--- src/rtl/ps2_scancode_queue.sv ---
// PS/2 scancode FIFO with sticky parity/overflow flags behind a two-register CPU view.
// A scancode read pops one byte on the cycle after the bus access ends.
module ps2_scancode_queue #(
    parameter int DEPTH_LOG2 = 3
) (
    input  logic        clock,
    input  logic        reset,
    input  logic [7:0]  rx_scancode,
    input  logic        scancode_ready_set,
    input  logic        parity_error,
    input  logic        status_cs,
    input  logic        scancode_cs,
    input  logic        read,
    input  logic        write,
    input  logic [31:0] data_in,
    output logic [31:0] data_out,
    output logic        not_empty
);

    localparam int DEPTH = 1 << DEPTH_LOG2;

    logic [7:0]            mem [DEPTH];
    logic [DEPTH_LOG2-1:0] wr_ptr;
    logic [DEPTH_LOG2-1:0] rd_ptr;
    logic [DEPTH_LOG2:0]   count;
    logic                  parity_sticky;
    logic                  overflow_sticky;
    logic                  access_d;
    logic                  access_blocked;

    logic access;
    logic pop_trigger;
    logic do_pop;
    logic full;
    logic flush;
    logic parity_clear;
    logic overflow_clear;
    logic push_accept;
    logic parity_set;
    logic overflow_set;
    logic unused_bits;

    assign access         = scancode_cs & read;
    assign pop_trigger    = access_d & ~access;
    assign not_empty      = (count != '0);
    assign full           = (count == (DEPTH_LOG2+1)'(DEPTH));
    assign do_pop         = pop_trigger & not_empty;
    assign flush          = status_cs & write & data_in[31];
    assign parity_clear   = status_cs & write & data_in[30];
    assign overflow_clear = status_cs & write & data_in[29];
    assign unused_bits    = ^data_in[28:0];

    // A pop frees the slot a full FIFO needs, so push and pop coexist when full.
    assign push_accept  = scancode_ready_set & ~parity_error & (~full | do_pop);
    assign parity_set   = scancode_ready_set & parity_error & ~flush;
    assign overflow_set = scancode_ready_set & ~parity_error & full & ~do_pop & ~flush;

    // access_blocked swallows any access still in progress when reset was applied.
    always_ff @(posedge clock) begin
        if (reset) begin
            wr_ptr          <= '0;
            rd_ptr          <= '0;
            count           <= '0;
            parity_sticky   <= 1'b0;
            overflow_sticky <= 1'b0;
            access_d        <= 1'b0;
            access_blocked  <= access;
        end else begin
            access_d        <= access & ~access_blocked;
            access_blocked  <= access_blocked & access;
            parity_sticky   <= parity_set | (parity_sticky & ~parity_clear);
            overflow_sticky <= overflow_set | (overflow_sticky & ~overflow_clear);
            if (flush) begin
                wr_ptr <= '0;
                rd_ptr <= '0;
                count  <= '0;
            end else begin
                if (push_accept) begin
                    wr_ptr <= wr_ptr + 1'b1;
                end
                if (do_pop) begin
                    rd_ptr <= rd_ptr + 1'b1;
                end
                case ({push_accept, do_pop})
                    2'b10:   count <= count + 1'b1;
                    2'b01:   count <= count - 1'b1;
                    default: count <= count;
                endcase
            end
        end
    end

    always_ff @(posedge clock) begin
        if (!reset && !flush && push_accept) begin
            mem[wr_ptr] <= rx_scancode;
        end
    end

    always_comb begin
        data_out = 32'h0;
        if (status_cs) begin
            data_out = {not_empty, parity_sticky, overflow_sticky, 5'(count), 24'h0};
        end else if (scancode_cs && not_empty) begin
            data_out = {mem[rd_ptr], 24'h0};
        end
    end

endmodule

--- config.mk ---
export PLATFORM = sky130hd
export DESIGN_NAME = ps2_scancode_queue
export DESIGN_NICKNAME = d
export VERILOG_FILES = /design/src/rtl/ps2_scancode_queue.sv
export SDC_FILE = /design/constraint.sdc
export NUM_CORES = 1
export LEC_CHECK = 0
export CAP_MARGIN = 0
export CORE_AREA = 2 2 92 94
export DETAILED_ROUTE_END_ITERATION = 7
export DIE_AREA = 0 0 94 96
export GPL_TIMING_DRIVEN = 0
export PLACE_DENSITY = 0.73
export SLEW_MARGIN = 10
export SYNTH_ARGS = -nofsm -noshare
export SYNTH_HDL_FRONTEND = slang
export SYNTH_SLANG_ARGS = --single-unit
export TNS_END_PERCENT = 1
--- constraint.sdc ---
create_clock -name clock -period 2.2 [get_ports clock]
set_input_delay 0.44 -clock clock [delete_from_list [all_inputs] [get_ports clock]]
set_output_delay 0.44 -clock clock [all_outputs]
set_load 0.1 [all_outputs]
After elaboration in Yosys (flattened, before gate mapping):

Memory sizes are Yosys's and may differ from the RTL's. A register that Yosys moved wholly into a read port is not among the register bits.
Index checks and enable logic that the tools add are counted.

* bits in read-only memories: 0
* logic and storage cells: 60
* flip-flop bits (word level): 14
* input port bits: 48
* bits in latches: 0
* memories: 1
* output and inout bits: 33
* memory bits (writable): 64

* $mul: 0
* reductions and logical operators: 8
* order comparisons: 0
* shift-type cells: 0
* multiplexer cells: 8
* add/sub/neg operators: 4
* div/mod/pow operators: 0
* equal/unequal tests: 3
* bitwise logic cells: 29

Memory list
* mem: words 8, width 8, read ports 1, clocked after memory_dff 1, wr ports 1, RTL line 22 `logic [7:0] mem [DEPTH];`

Operators by type and width (number)
* $mux 32: 2
* $and 1x1->1: 18
* $not 1->1: 8
* $pmux 4 s2: 1
* $add 3x1->3 const B: 2
* $mux 3: 2
* $add 4x1->4 const B: 1
* $eq 4x4->1 const B: 1
* $reduce_bool 4->1: 1
* $sub 4x1->4 const B: 1
* $logic_and 1x1->1: 3
* $mux 1: 3
* $or 1x1->1: 3
* $eq 2x1->1 const B: 1
* $eq 2x2->1 const B: 1
* $logic_not 1->1: 2
* $reduce_bool 2->1: 1
* $reduce_or 2->1: 1

Logic depth before layout (Yosys ltp):

* depth after elaboration: 9
* gate-level depth with buffers: 8
* gate-level depth less buffers: 7

Least setup slack after synthesis:

OpenSTA, ideal clock, no wires.

* kind: register to output
* from: register count[3]
* to: output data_out[24]
* data required time: 1760 ps
* stages on the path, launching flop included: 6
* data arrival time: 3366 ps
* path slack: -1606 ps
* path buffers: 1
* cell sequence: dfxtp_1 buf_2 nor4_2 inv_2 nand3b_1 o21ai_0

* longest elaborated chain between the ends: 4

RTL lines
* start, declared: RTL line 25 `logic [DEPTH_LOG2:0] count;`
* start signal, assigned: RTL line 85 `2'b10: count <= count + 1'b1;`
* start signal, assigned: RTL line 86 `2'b01: count <= count - 1'b1;`
* start signal, assigned: RTL line 87 `default: count <= count;`
* $reduce_bool 4->1: RTL line 45 `assign not_empty = (count != '0);`
* net not_empty: RTL line 17 `output logic not_empty`
* $logic_and 1x1->1: RTL line 103 `end else if (scancode_cs && not_empty) begin`
* $mux 32: RTL line 103
* $mux 32: RTL line 101 `if (status_cs) begin`
* end, declared: RTL line 16 `output logic [31:0] data_out,`

The timed path passes the listed nets, and every way through them passes these cells.

==> impl_metrics.tcl <==
set metrics [dict create \
    outcome "finished with violations" \
    setup_ws_ns -0.234 \
    violations "setup timing" \
    h-tree-depth 3 \
    grt_usage 0.163 \
    cap_violations 0 \
    die_h_um 96 \
    worst_pin_slew_ns 0.644 \
    p_comb_frac 0.150 \
    finalPower_mw 3.33 \
    peakVddDrop_mv 0.399 \
    dp_hpwl_mm 4.36 \
    path_class "flop to output port" \
    synthAdderAreaFrac 0.0106 \
    clk_pin_slew_ns 0.09 \
    r2r_slack_ns 0.10 \
    clock_skew_ns 0.0119 \
    p_sw_frac 0.288 \
    syn_inst 234 \
    ys_ff_latch 81 \
    grt_antenna_before_repair 0 \
    wl_met2_mm 3.66 \
    holdPathStages 3 \
    areaGrowthSynthToFinish_pct 33.9 \
    seq_power_share 0.504 \
    yosys.area_share.simple 0.0907 \
    reg2reg_to "mem[0][0]" \
    tns_ns -1.59 \
    rows 33 \
    cp_max_fo 7 \
    start_util 0.439 \
    drt-met1-wl_mm 2.89 \
    leakagePower_nw 1.68 \
    ctsHoldBuffers 0 \
    worst_setup_path_end_kind "output port" \
    rsz0062_at_grt "true" \
    clk_latency_ns 0.36 \
    yosysTopAreaCellShare 0.544 \
    wl_per_cell_um 17.3 \
    yosysWarnings 0 \
    portBuffers 27 \
    nNetsFinal 353 \
    hold_start "scancode_ready_set" \
    routed_via_density 5.08 \
    gp_congestion 0.704 \
    p_sw_uw 958 \
    r2r-start "access_d" \
    synthXorXnorAreaFrac 0.00992 \
    synthMuxAreaShare 0.139 \
    setup_viol 8 \
    hold_end "parity_sticky" \
    grt-ovfl-total 0 \
    synth_compound_area_frac 0.0425 \
    drt_iter0_markers 80 \
    synth.largest_area_cell "edfxtp_1" \
    grt_pass1_wl_mm 10.6 \
    fin_crit_ns 2.43 \
    antenna_left 0 \
    clockPowerShare 0.346 \
    start_kind "flop" \
    hold_viol 0 \
    dieArea_um2 9020 \
    crit_arrival_ns 1.99 \
    cts_buffers 9 \
    hold_path.class "primary input to flop" \
    synth_area_um2 3530 \
    drcViolationCount 0 \
    postSynthAreaPerCell_um2 15.1 \
    worst-r2r-cell-count 5 \
    slew_headroom 0.571 \
    synth_area_leaders "edfxtp_1, mux4_2, dfxtp_1" \
    dr.max_layer_used "met4" \
    layout-drive-gt1-share 0.401 \
    core_um2 8050 \
    synth-async-reset-ratio 0 \
    wl_met3_um 432 \
    num_io_pins 81 \
    cts_buffer_depth 2 \
    synth_edf_count 64 \
    grt_pass1_vias 2034 \
    power_density_nw_per_um2 704 \
    synth_ff_type "edfxtp_1" \
    power.internal_mw 2.37 \
    diodes 0 \
    vias 2093 \
    max_freq_mhz 411 \
    drv_slew 0 \
    die-width_um 94 \
    cts_tree "yes" \
    ys_types 39 \
    fin_crit_sh 1.11 \
    cts_root_buffer "clkbuf_8" \
    grt_max_degree 18 \
    critPathRequiredTime_ns 1.76 \
    synth_top_family_by_area "multiplexers" \
    whs_ns 0.387 \
    firstDrtPassIters 4 \
    ys_seq_area_frac 0.641 \
    cts_sinks 81 \
    drt_wl_total_mm 7.14 \
]
## how the worst max path moves through the flow
stage	startpoint	to	slack, ns
CTS	flop	data_out[31]	-0.26
finish	flop	data_out[31]	-0.23
detailed placement	status_cs	data_out[26]	-1.59
floorplan	count[1]	data_out[24]	-0.28
global placement	status_cs	data_out[24]	-1.57
global route	flop	data_out[31]	-0.27
## stage by stage
| step | setup WS (ns) | area, um^2 | utilization | std cells |
|---|---|---|---|---|
| floorplan | -0.276 | 3730 | - | 257 |
| global placement | -1.57 | 4140 | 0.514 | 389 |
| detailed placement | -1.59 | 4140 | 0.514 | 389 |
| CTS | -0.260 | 4670 | 0.580 | 409 |
| global route | -0.274 | 4730 | 0.587 | 412 |
| finish | -0.234 | 4730 | 0.587 | 412 |
## timing repair
item                                    in CTS  in global routing
resized for setup                          117                  9
endpoints found under the setup margin      73                 70
buffers inserted                             6                  2
cloned                                       0                  1
pin swaps                                    7                  3
endpoints found under the hold margin        0                  0
## kinds of logic after synthesis
| logic type | count (synthesis) |
|---|---|
| compound gates | 20 |
| xor+xnor | 4 |
| fa+ha+maj | 3 |
| buf+inv | 35 |
| flops | 81 |
| mux | 29 |
| other cells | 1 |
| simple gates | 61 |
## worst max-delay path, stage by stage, from the launching register on
cell and delay [ns]:
dfxtp_2 0.34, buf_8 0.14, mux4_2 0.51, mux2_4 0.28, a21oi_2 0.14, nor2_2 0.07, buf_12 0.16
## cells in the mapped netlist (all sizes together), types with 3 or more instances
cell    count
xor2        3
edfxtp     64
buf        31
ha          3
nand3       8
nand3b      5
dfxtp      17
mux4       16
nand2      15
a21oi       5
mux2i      12
nand2b      5
nor3        6
nor2       16
o21ai       7
## layer usage
| metal | vias up | GRT usage |
|---|---|---|
| met1 | 1022 | 0.192 |
| met5 | - | 0 |
| li1 | 979 | - |
| met4 | 0 | 0.0700 |
| met2 | 77 | 0.286 |
| met3 | 15 | 0.0423 |
## cell type report
cell class                      count  area [um^2]
Fill cell                         608         3320
Inverter                            2         21.3
Timing Repair Buffer               36          465
Clock buffer                        9          124
Clock inverter                      7         87.6
Sequential cell                    81         2270
Tap cell                          105          131
Buffer                             31          254
Multi-Input combinational cell    141         1370
## registers in the layout, summed over array words and instances (netlist names), named ones only
register	count
mem	64
count	4
rd_ptr	3
wr_ptr	3
access_blocked	1
access_d	1
overflow_sticky	1
parity_sticky	1
## cells in the final DEF, fill, tap and decap left out, types with 2 or more instances in the layout
cell type	instances
nor3_2	2
nand2_1	15
nor3_4	2
dlygate4sd2_1	2
nor2_1	8
dfxtp_1	10
dfxtp_2	7
nor2_4	7
a21oi_1	4
xor2_1	3
mux2i_2	3
edfxtp_1	64
nand3b_1	4
conb_1	24
a32oi_1	2
inv_8	2
ha_1	3
o21ai_4	6
nand3_1	7
mux2i_1	5
clkbuf_8	9
buf_6	4
mux4_2	16
buf_4	29
mux2i_4	4
dlymetal6s2s_1	2
inv_6	4
clkdlybuf4s50_1	14
nor3_1	2
nand2b_1	5
buf_12	11
## power groups by stage
stage | Sequential, mW | Combinational (mW) | Clock, mW
after global placement | 1.71 | 0.449 | 0
after floorplan | 1.71 | 0.368 | 0
final | 1.68 | 0.501 | 1.15
after detailed placement | 1.71 | 0.452 | 0
after global routing | 1.68 | 0.520 | 1.24
after CTS | 1.67 | 0.489 | 1.17
(Power assumes the default switching activity.)
